**config.mk**
```make
export PLATFORM = sky130hd
export DESIGN_NAME = sopc_scope_sys_nios_oci_dtrace_packer_flat
export DESIGN_NICKNAME = d
export VERILOG_FILES = /design/src/rtl/sopc_scope_sys_nios_oci_pkg.sv /design/src/rtl/sopc_scope_sys_nios_oci_dtrace_packer_if.sv /design/src/rtl/sopc_scope_sys_nios_oci_dtrace_acc.sv /design/src/rtl/sopc_scope_sys_nios_oci_dtrace_packer.sv /design/src/flat_wrapper.sv
export SDC_FILE = /design/constraint.sdc
export NUM_CORES = 1
export LEC_CHECK = 0
export BUFFER_PORTS_ARGS = -buffer_cell sky130_fd_sc_hd__buf_4
export CAP_MARGIN = 20
export CORE_UTILIZATION = 49
export DETAILED_ROUTE_END_ITERATION = 8
export PLACE_DENSITY = 0.76
export SLEW_MARGIN = 5
export SYNTH_ARGS = -nofsm -noshare
export SYNTH_HDL_FRONTEND = slang
export SYNTH_SLANG_ARGS = --single-unit
```
**constraint.sdc**
```tcl
create_clock -name clk -period 5 [get_ports clk]
set_clock_uncertainty 0.2 [all_clocks]
set_input_delay 0.75 -clock clk [delete_from_list [all_inputs] [get_ports clk]]
set_output_delay 0.75 -clock clk [all_outputs]
set_load 0.02 [all_outputs]
```
**src/rtl/sopc_scope_sys_nios_oci_pkg.sv**
```systemverilog
// ============================================================================
//  Module      : sopc_scope_sys_nios_oci_pkg
//  Description : Shared constants, state encoding and trace symbol codes for
//                the OCI data-trace packer.
//  Revision    : 1.0 - initial release
// ============================================================================
`default_nettype none

package sopc_scope_sys_nios_oci_pkg;

    // Frame geometry
    localparam int SYMW   = 2;            // bits per trace symbol
    localparam int NSYM   = 15;           // symbols per frame
    localparam int CNTW   = 4;            // symbol count width, 2**CNTW > NSYM
    localparam int FRAMEW = SYMW * NSYM;  // frame payload width

    // End-of-test sequencing states
    typedef enum logic [1:0] {
        RUN    = 2'd0,
        DRAIN  = 2'd1,
        ENDING = 2'd2,
        ENDED  = 2'd3
    } dtrace_state_t;

    // Trace symbol encodings produced by the OCI trace logic
    localparam logic [SYMW-1:0] SYM_NOT_TAKEN = 2'b00;
    localparam logic [SYMW-1:0] SYM_TAKEN     = 2'b01;
    localparam logic [SYMW-1:0] SYM_EXCEPTION = 2'b10;
    localparam logic [SYMW-1:0] SYM_SYNC      = 2'b11;

endpackage

`default_nettype wire

```
**src/rtl/sopc_scope_sys_nios_oci_dtrace_packer_if.sv**
```systemverilog
// ============================================================================
//  Module      : sopc_scope_sys_nios_oci_dtrace_packer_if
//  Description : Symbol input, frame output and end-of-test signals of the
//                data-trace packer. drop_count exists only when
//                DTRACE_DROP_COUNT_EN is defined.
//  Revision    : 1.0 - initial release
// ============================================================================
`default_nettype none

interface sopc_scope_sys_nios_oci_dtrace_packer_if;
    import sopc_scope_sys_nios_oci_pkg::*;

    logic              sym_valid;
    logic [SYMW-1:0]   sym_data;
    logic              sym_ready;
    logic              flush;
    logic              test_end_req;
    logic [FRAMEW-1:0] dct_buffer;
    logic [CNTW-1:0]   dct_count;
    logic              frame_valid;
    logic              frame_ready;
    logic              test_ending;
    logic              test_has_ended;
`ifdef DTRACE_DROP_COUNT_EN
    logic [15:0]       drop_count;
`endif

    // Packer side
    modport master (
        input  sym_valid, sym_data, flush, test_end_req, frame_ready,
        output sym_ready, dct_buffer, dct_count, frame_valid,
               test_ending, test_has_ended
`ifdef DTRACE_DROP_COUNT_EN
        , output drop_count
`endif
    );

    // Trace source / downstream side
    modport slave (
        output sym_valid, sym_data, flush, test_end_req, frame_ready,
        input  sym_ready, dct_buffer, dct_count, frame_valid,
               test_ending, test_has_ended
`ifdef DTRACE_DROP_COUNT_EN
        , input drop_count
`endif
    );

endinterface

`default_nettype wire

```
**src/rtl/sopc_scope_sys_nios_oci_dtrace_acc.sv**
```systemverilog
// ============================================================================
//  Module      : sopc_scope_sys_nios_oci_dtrace_acc
//  Description : Symbol accumulator. Writes symbols LSB-first into the next
//                free slot; a clear may coincide with a write, in which case
//                the new symbol lands in slot 0.
//  Revision    : 1.0 - initial release
// ============================================================================
`default_nettype none

module sopc_scope_sys_nios_oci_dtrace_acc
    import sopc_scope_sys_nios_oci_pkg::*;
(
    input  wire logic              clk,
    input  wire logic              reset_n,
    input  wire logic              i_wr_en,
    input  wire logic [SYMW-1:0]   i_wr_data,
    input  wire logic              i_clear,
    output logic      [FRAMEW-1:0] o_acc,
    output logic      [CNTW-1:0]   o_cnt
);

    logic [FRAMEW-1:0] r_acc;
    logic [CNTW-1:0]   r_cnt;

    // Slot write / count with clear taking priority and restarting at slot 0
    always_ff @(posedge clk or negedge reset_n) begin
        if (!reset_n) begin
            r_acc <= '0;
            r_cnt <= '0;
        end else if (i_clear) begin
            r_acc <= '0;
            if (i_wr_en) begin
                r_acc[SYMW-1:0] <= i_wr_data;
                r_cnt           <= CNTW'(1);
            end else begin
                r_cnt <= '0;
            end
        end else if (i_wr_en) begin
            for (int k = 0; k < NSYM; k++) begin
                if (r_cnt == CNTW'(k)) begin
                    r_acc[SYMW*k +: SYMW] <= i_wr_data;
                end
            end
            r_cnt <= r_cnt + CNTW'(1);
        end
    end

    assign o_acc = r_acc;
    assign o_cnt = r_cnt;

endmodule

`default_nettype wire

```
**src/rtl/sopc_scope_sys_nios_oci_dtrace_packer.sv**
```systemverilog
// ============================================================================
//  Module      : sopc_scope_sys_nios_oci_dtrace_packer
//  Description : Packs 2-bit trace symbols into 30-bit frames with a symbol
//                count, hands them downstream over valid/ready and sequences
//                end-of-test (drain, test_ending pulse, sticky test_has_ended).
//                Optional macro DTRACE_DROP_COUNT_EN: never backpressure the
//                trace source; discard overflow symbols and count them.
//  Revision    : 1.0 - initial release
// ============================================================================
`default_nettype none

module sopc_scope_sys_nios_oci_dtrace_packer
    import sopc_scope_sys_nios_oci_pkg::*;
(
    input  wire logic clk,
    input  wire logic reset_n,
    sopc_scope_sys_nios_oci_dtrace_packer_if.master bus
);

    dtrace_state_t     r_state;
    dtrace_state_t     w_state_nxt;
    logic [FRAMEW-1:0] r_dct_buffer;
    logic [CNTW-1:0]   r_dct_count;
    logic              r_frame_valid;
    logic              r_flush_pend;

    logic [FRAMEW-1:0] w_acc;
    logic [CNTW-1:0]   w_acc_cnt;
    logic              w_run;
    logic              w_out_free;
    logic              w_acc_full;
    logic              w_acc_nonempty;
    logic              w_stall;
    logic              w_sym_ready;
    logic              w_accept;
    logic              w_flush_run;
    logic              w_xfer;
    logic              w_test_ending;
    logic              w_test_has_ended;

    assign w_run          = (r_state == RUN);
    assign w_out_free     = !r_frame_valid | bus.frame_ready;
    assign w_acc_full     = (w_acc_cnt == CNTW'(NSYM));
    assign w_acc_nonempty = (w_acc_cnt != '0);
    assign w_stall        = w_acc_full & !w_out_free;
    assign w_flush_run    = bus.flush & w_run;

`ifdef DTRACE_DROP_COUNT_EN
    logic        w_drop;
    logic [15:0] r_drop_count;

    assign w_sym_ready = w_run;
    assign w_accept    = bus.sym_valid & w_run & !w_stall;
    assign w_drop      = bus.sym_valid & w_run & w_stall;

    // Saturating count of symbols discarded while both stages are full
    always_ff @(posedge clk or negedge reset_n) begin
        if (!reset_n) begin
            r_drop_count <= '0;
        end else if (w_drop && r_drop_count != 16'hFFFF) begin
            r_drop_count <= r_drop_count + 16'd1;
        end
    end

    assign bus.drop_count = r_drop_count;
`else
    assign w_sym_ready = w_run & !w_stall;
    assign w_accept    = bus.sym_valid & w_sym_ready;
`endif

    // A flush that coincides with an accept is deferred one cycle (via
    // r_flush_pend) so the accepted symbol travels in the flushed frame.
    assign w_xfer = w_out_free &
                    (w_acc_full |
                     ((((w_flush_run & !w_accept) | r_flush_pend)) & w_acc_nonempty) |
                     ((r_state == DRAIN) & w_acc_nonempty));

    sopc_scope_sys_nios_oci_dtrace_acc u_acc (
        .clk       (clk),
        .reset_n   (reset_n),
        .i_wr_en   (w_accept),
        .i_wr_data (bus.sym_data),
        .i_clear   (w_xfer),
        .o_acc     (w_acc),
        .o_cnt     (w_acc_cnt)
    );

    // Remember a flush that could not transfer in its own cycle
    always_ff @(posedge clk or negedge reset_n) begin
        if (!reset_n) begin
            r_flush_pend <= 1'b0;
        end else if (w_xfer) begin
            r_flush_pend <= w_flush_run & w_accept;
        end else if (w_flush_run && (w_acc_nonempty || w_accept)) begin
            r_flush_pend <= 1'b1;
        end
    end

    // Output register: load on transfer, drop when consumed
    always_ff @(posedge clk or negedge reset_n) begin
        if (!reset_n) begin
            r_dct_buffer  <= '0;
            r_dct_count   <= '0;
            r_frame_valid <= 1'b0;
        end else if (w_xfer) begin
            r_dct_buffer  <= w_acc;
            r_dct_count   <= w_acc_cnt;
            r_frame_valid <= 1'b1;
        end else if (bus.frame_ready) begin
            r_frame_valid <= 1'b0;
        end
    end

    // End-of-test state register
    always_ff @(posedge clk or negedge reset_n) begin
        if (!reset_n) begin
            r_state <= RUN;
        end else begin
            r_state <= w_state_nxt;
        end
    end

    // End-of-test next state and status outputs
    always_comb begin
        w_state_nxt      = r_state;
        w_test_ending    = 1'b0;
        w_test_has_ended = 1'b0;
        case (r_state)
            RUN: begin
                if (bus.test_end_req) begin
                    w_state_nxt = DRAIN;
                end
            end
            DRAIN: begin
                if (!w_acc_nonempty && !r_frame_valid) begin
                    w_state_nxt = ENDING;
                end
            end
            ENDING: begin
                w_test_ending = 1'b1;
                w_state_nxt   = ENDED;
            end
            ENDED: begin
                w_test_has_ended = 1'b1;
            end
            default: begin
                w_state_nxt = RUN;
            end
        endcase
    end

    assign bus.sym_ready      = w_sym_ready;
    assign bus.dct_buffer     = r_dct_buffer;
    assign bus.dct_count      = r_dct_count;
    assign bus.frame_valid    = r_frame_valid;
    assign bus.test_ending    = w_test_ending;
    assign bus.test_has_ended = w_test_has_ended;

endmodule

`default_nettype wire

```
**src/flat_wrapper.sv**
```systemverilog
// flat-port wrapper written by rule: the top's interface ports become plain ports
module sopc_scope_sys_nios_oci_dtrace_packer_flat import sopc_scope_sys_nios_oci_pkg::*;
  (clk, reset_n, bus_sym_valid, bus_sym_data, bus_flush, bus_test_end_req, bus_frame_ready, bus_sym_ready, bus_dct_buffer, bus_dct_count, bus_frame_valid, bus_test_ending, bus_test_has_ended);
  sopc_scope_sys_nios_oci_dtrace_packer_if bus_i ();
  input  wire logic clk;
  input  wire logic reset_n;
  input wire logic [$bits(bus_i.sym_valid)-1:0] bus_sym_valid;
  input wire logic [$bits(bus_i.sym_data)-1:0] bus_sym_data;
  input wire logic [$bits(bus_i.flush)-1:0] bus_flush;
  input wire logic [$bits(bus_i.test_end_req)-1:0] bus_test_end_req;
  input wire logic [$bits(bus_i.frame_ready)-1:0] bus_frame_ready;
  output wire logic [$bits(bus_i.sym_ready)-1:0] bus_sym_ready;
  output wire logic [$bits(bus_i.dct_buffer)-1:0] bus_dct_buffer;
  output wire logic [$bits(bus_i.dct_count)-1:0] bus_dct_count;
  output wire logic [$bits(bus_i.frame_valid)-1:0] bus_frame_valid;
  output wire logic [$bits(bus_i.test_ending)-1:0] bus_test_ending;
  output wire logic [$bits(bus_i.test_has_ended)-1:0] bus_test_has_ended;
  assign bus_i.sym_valid = bus_sym_valid;
  assign bus_i.sym_data = bus_sym_data;
  assign bus_i.flush = bus_flush;
  assign bus_i.test_end_req = bus_test_end_req;
  assign bus_i.frame_ready = bus_frame_ready;
  assign bus_sym_ready = bus_i.sym_ready;
  assign bus_dct_buffer = bus_i.dct_buffer;
  assign bus_dct_count = bus_i.dct_count;
  assign bus_frame_valid = bus_i.frame_valid;
  assign bus_test_ending = bus_i.test_ending;
  assign bus_test_has_ended = bus_i.test_has_ended;
  sopc_scope_sys_nios_oci_dtrace_packer u_core (.clk(clk), .reset_n(reset_n), .bus(bus_i));
endmodule
```
==> parameters.txt <==
Parameter                              Value

Outcome
  Status ... complete, but fails checks
  Violated checks ... design-rule violations

Drt
  Routed wire length ... 6.479 mm
  Detail Route Antenna Nets ... 0
  Number of vias after detailed routing ... 2,299
  Drt initial violations ... 164
  Remaining design rule violation count ... 4
  Number of iterations in the first detailed-routing pass ... 6
  Wire per inst ... 15.54 µm
  Via density per instance ... 5.513

Min path
  Tightest Hold Check Type ... reg -> reg
  Worst Hold Depth ... 1

STA
  Final-report setup violation count ... 0
  Setup repair after global routing missed its margin ... no
  Worst path setup slack after routing ... 1.857 ns
  Highest clock rate ... 318.2 MHz
  Relative slew slack ... 28.27%
  Final min period ... 3.143 ns
  Worst hold margin ... 0.3019 ns
  Setup tns final ... 0 ns
  Number of hold-slack violations in the final timing report ... 0
  Period utilization ... 62.86%
  Transition time of the tightest slew-check pin ... 1.076 ns
  Number of pins with negative max-slew slack in the final report ... 0

Final layout
  Fraction of layout cells with a size suffix above 1 ... 29.12%
  Area growth syn-to-layout ... 17.47%
  Final std cells w/o fill ... 417
  Antenna Cells ... 0
  Layout filler cell count ... 505
  Sequential cell area ... 0.001802 mm²
  Post-layout net count ... 351
  Multi-input logic area ... 0.001348 mm²
  Area of all placed cells without fillers ... 0.003870 mm²

Synth
  Number of enable-type register cells in the synthesized netlist ... 0
  Proportion of netlist area held by the largest area contributor ... 54.69%
  Cell area after synthesis ... 0.003294 mm²
  Library cell with the largest summed area after synthesis ... dfrtp_1
  Count of yosys warnings during synthesis ... 0
  Share of async-settable or async-resettable flops after synthesis ... 100.0%
  Mean area per synthesized cell ... 11.17 µm²
  Top post-synthesis cells by count ... 72 x dfrtp_1, 37 x nand2_1, 33 x a21oi_1
  Primary flip-flop cell chosen by synthesis mapping ... dfrtp_1
  Gate count of the mapped netlist ... 295
  Most common cell in the netlist ... dfrtp_1
  Post-synthesis net count ... 311
  Share of the yosys chip area belonging to registers ... 54.69%
  Count of state elements after synthesis ... 72
  Number of unique standard cell types used by synthesis ... 36
  Largest cells by area after synthesis ... dfrtp_1 55%, mux2_4 7.3%, mux2_2 6.2%

Clock network
  Hold-fix buffers at CTS ... 0
  Clk slew on worst S/H paths ... 0.08 ns
  Number of buffers on the longest clock path ... 2
  CTS Buf Count ... 9
  TritonCTS clock tree ... built
  CTS Sinks ... 72
  H-tree levels ... 3
  Number of cells upsized or downsized after cts ... 0
  Buffer cell driving the clock tree root ... clkbuf_8
  Total setup buffers inserted after CTS ... 0
  Clock insertion delay at the later pin of the skew report ... 0.34 ns

Power
  Standby leakage power ... 1.869 nW
  Total power divided by cell area ... 529.5 mW/mm²
  VDD IR-drop max ... 0.2105 mV

Placement
  Routability Congestion ... 0.8716
  Worst-case setup slack after placement ... 1.831 ns
  Placed Instances ... 401
  Detailed placer's ending HPWL ... 4.310 mm
  Placed inst area ... 0.003610 mm²
  Count of buffers inserted at the top-level ports ... 45

Run
  Count of max-cap constraint violations ... 0

Global route
  All-Layer GR Usage ... 20.31%
  Wire length of the first global-routing pass ... 11.24 mm
  Vias in the first global route ... 2,333
  Grt total ovfl ... 0
  Antenna violations before repair ... 0
  Maximum number of pins on one net before global-route repair ... 73

Die
  Die boundary height ... 84.00 µm
  Die Footprint ... 0.007055 mm²
  I/O pin cnt ... 46
  Total number of placement rows ... 29
  Starting density of the core ... 51.30%
  Floorplan Core Area ... 0.006422 mm²
  Die W ... 84.00 µm

Setup path
  Endpoint required time on the critical path ... 5.02 ns
  Endpoint arrival time on the critical path ... 3.16 ns
  Kind of start point of the critical path ... flip-flop
  Worst r2r path cells ... 7
  Type of the setup path with the least slack ... reg -> reg
  Category of the worst setup path capture point ... flip-flop
  Critical path peak fanout ... 34
==> kinds of logic (layout without fill, tap and decap cells) <==
group | Yosys count | count (layout) | share of synthesized area [%]
and+or+nand+nor | 81 | 81 | 11.20
AOI/OAI and AO/OA | 76 | 76 | 12.50
DFF | 72 | 72 | 54.69
muxes | 34 | 34 | 13.44
buffers and inverters | 22 | 67 | 4.595
adders and majority gates | 8 | 8 | 3.038
xor gates and xnor gates | 2 | 2 | 0.5318
==> critical path, cell delays in order (launching register included) <==
cell	delay, ns
dfrtp_1	0.42
inv_1	0.10
ha_1	0.33
nand2_1	0.19
nor4_2	0.36
nand2b_2	0.73
buf_4	0.38
mux2_4	0.32
==> registers in the layout, summed over array words and instances (netlist names) <==
signal                  count
u_core.bus.dct_count        4
u_core.r_flush_pend         1
u_core.bus.dct_buffer      30
u_core.u_acc.o_acc         30
u_core.bus.frame_valid      1
u_core.r_state              2
u_core.u_acc.o_cnt          4
==> layer usage <==
layer	wire [µm]	GRT usage [%]	up-vias
li1	-	-	1100
met1	2887	26.23	1113
met2	3210	33.46	75
met3	258	3.264	11
met4	122	9.718	0
met5	0	0	-
==> cell usage in the layout, fill, tap and decap left out, drive strengths merged, types with 2 or more instances in the layout <==
cell	instances
nand3b	2
inv	5
nand3	2
nand2b	3
bufinv	4
a31oi	3
dfrtp	72
xor2	2
a21oi	33
ha	8
nor2	27
nand2	37
o21ai	30
o21a	2
mux2	34
a21boi	2
buf	46
clkbuf	11
nor2b	2
==> power breakdown <==
group	total, W	leakage (nW)	switching [W]	internal [W]
clock	0.000594	0.128	0.000211	0.000383
sequential	0.000741	0.992	0.0000734	0.000668
combinational	0.000714	0.750	0.000421	0.000293
total	0.00205	1.87	0.000705	0.00134
==> cell type report <==
type | count | area share [%]
well taps | 77 | 2.489
inverters | 5 | 0.4850
clock inverters | 5 | 3.330
flip-flops and latches | 72 | 46.56
repair buffers | 46 | 8.923
clock buffers | 11 | 3.395
multi-input cells | 201 | 34.82
==> through the flow <==
step | utilization (%) | total power (W)
global route | 60.26 | 0.002165
CTS | 60.26 | 0.002062
global placement | 56.20 | 0.001437
detailed placement | 56.20 | 0.001467
finish | 60.26 | 0.002049
floorplan | - | 0.001333
==> final timing paths <==
path                                              to                   from  slack (ns)
max                        u_core.bus.dct_buffer[23]      u_core.r_state[0]        1.86
min                         u_core.bus.dct_buffer[2]  u_core.u_acc.o_acc[2]        0.30
max reg2reg                u_core.bus.dct_buffer[23]      u_core.r_state[0]        1.86
min reg2reg                 u_core.bus.dct_buffer[2]  u_core.u_acc.o_acc[2]        0.30
max in group asynchronous     u_core.u_acc.o_acc[23]                reset_n        3.70
min in group asynchronous   u_core.bus.dct_buffer[7]                reset_n        0.33
(Power assumes the default switching activity.)
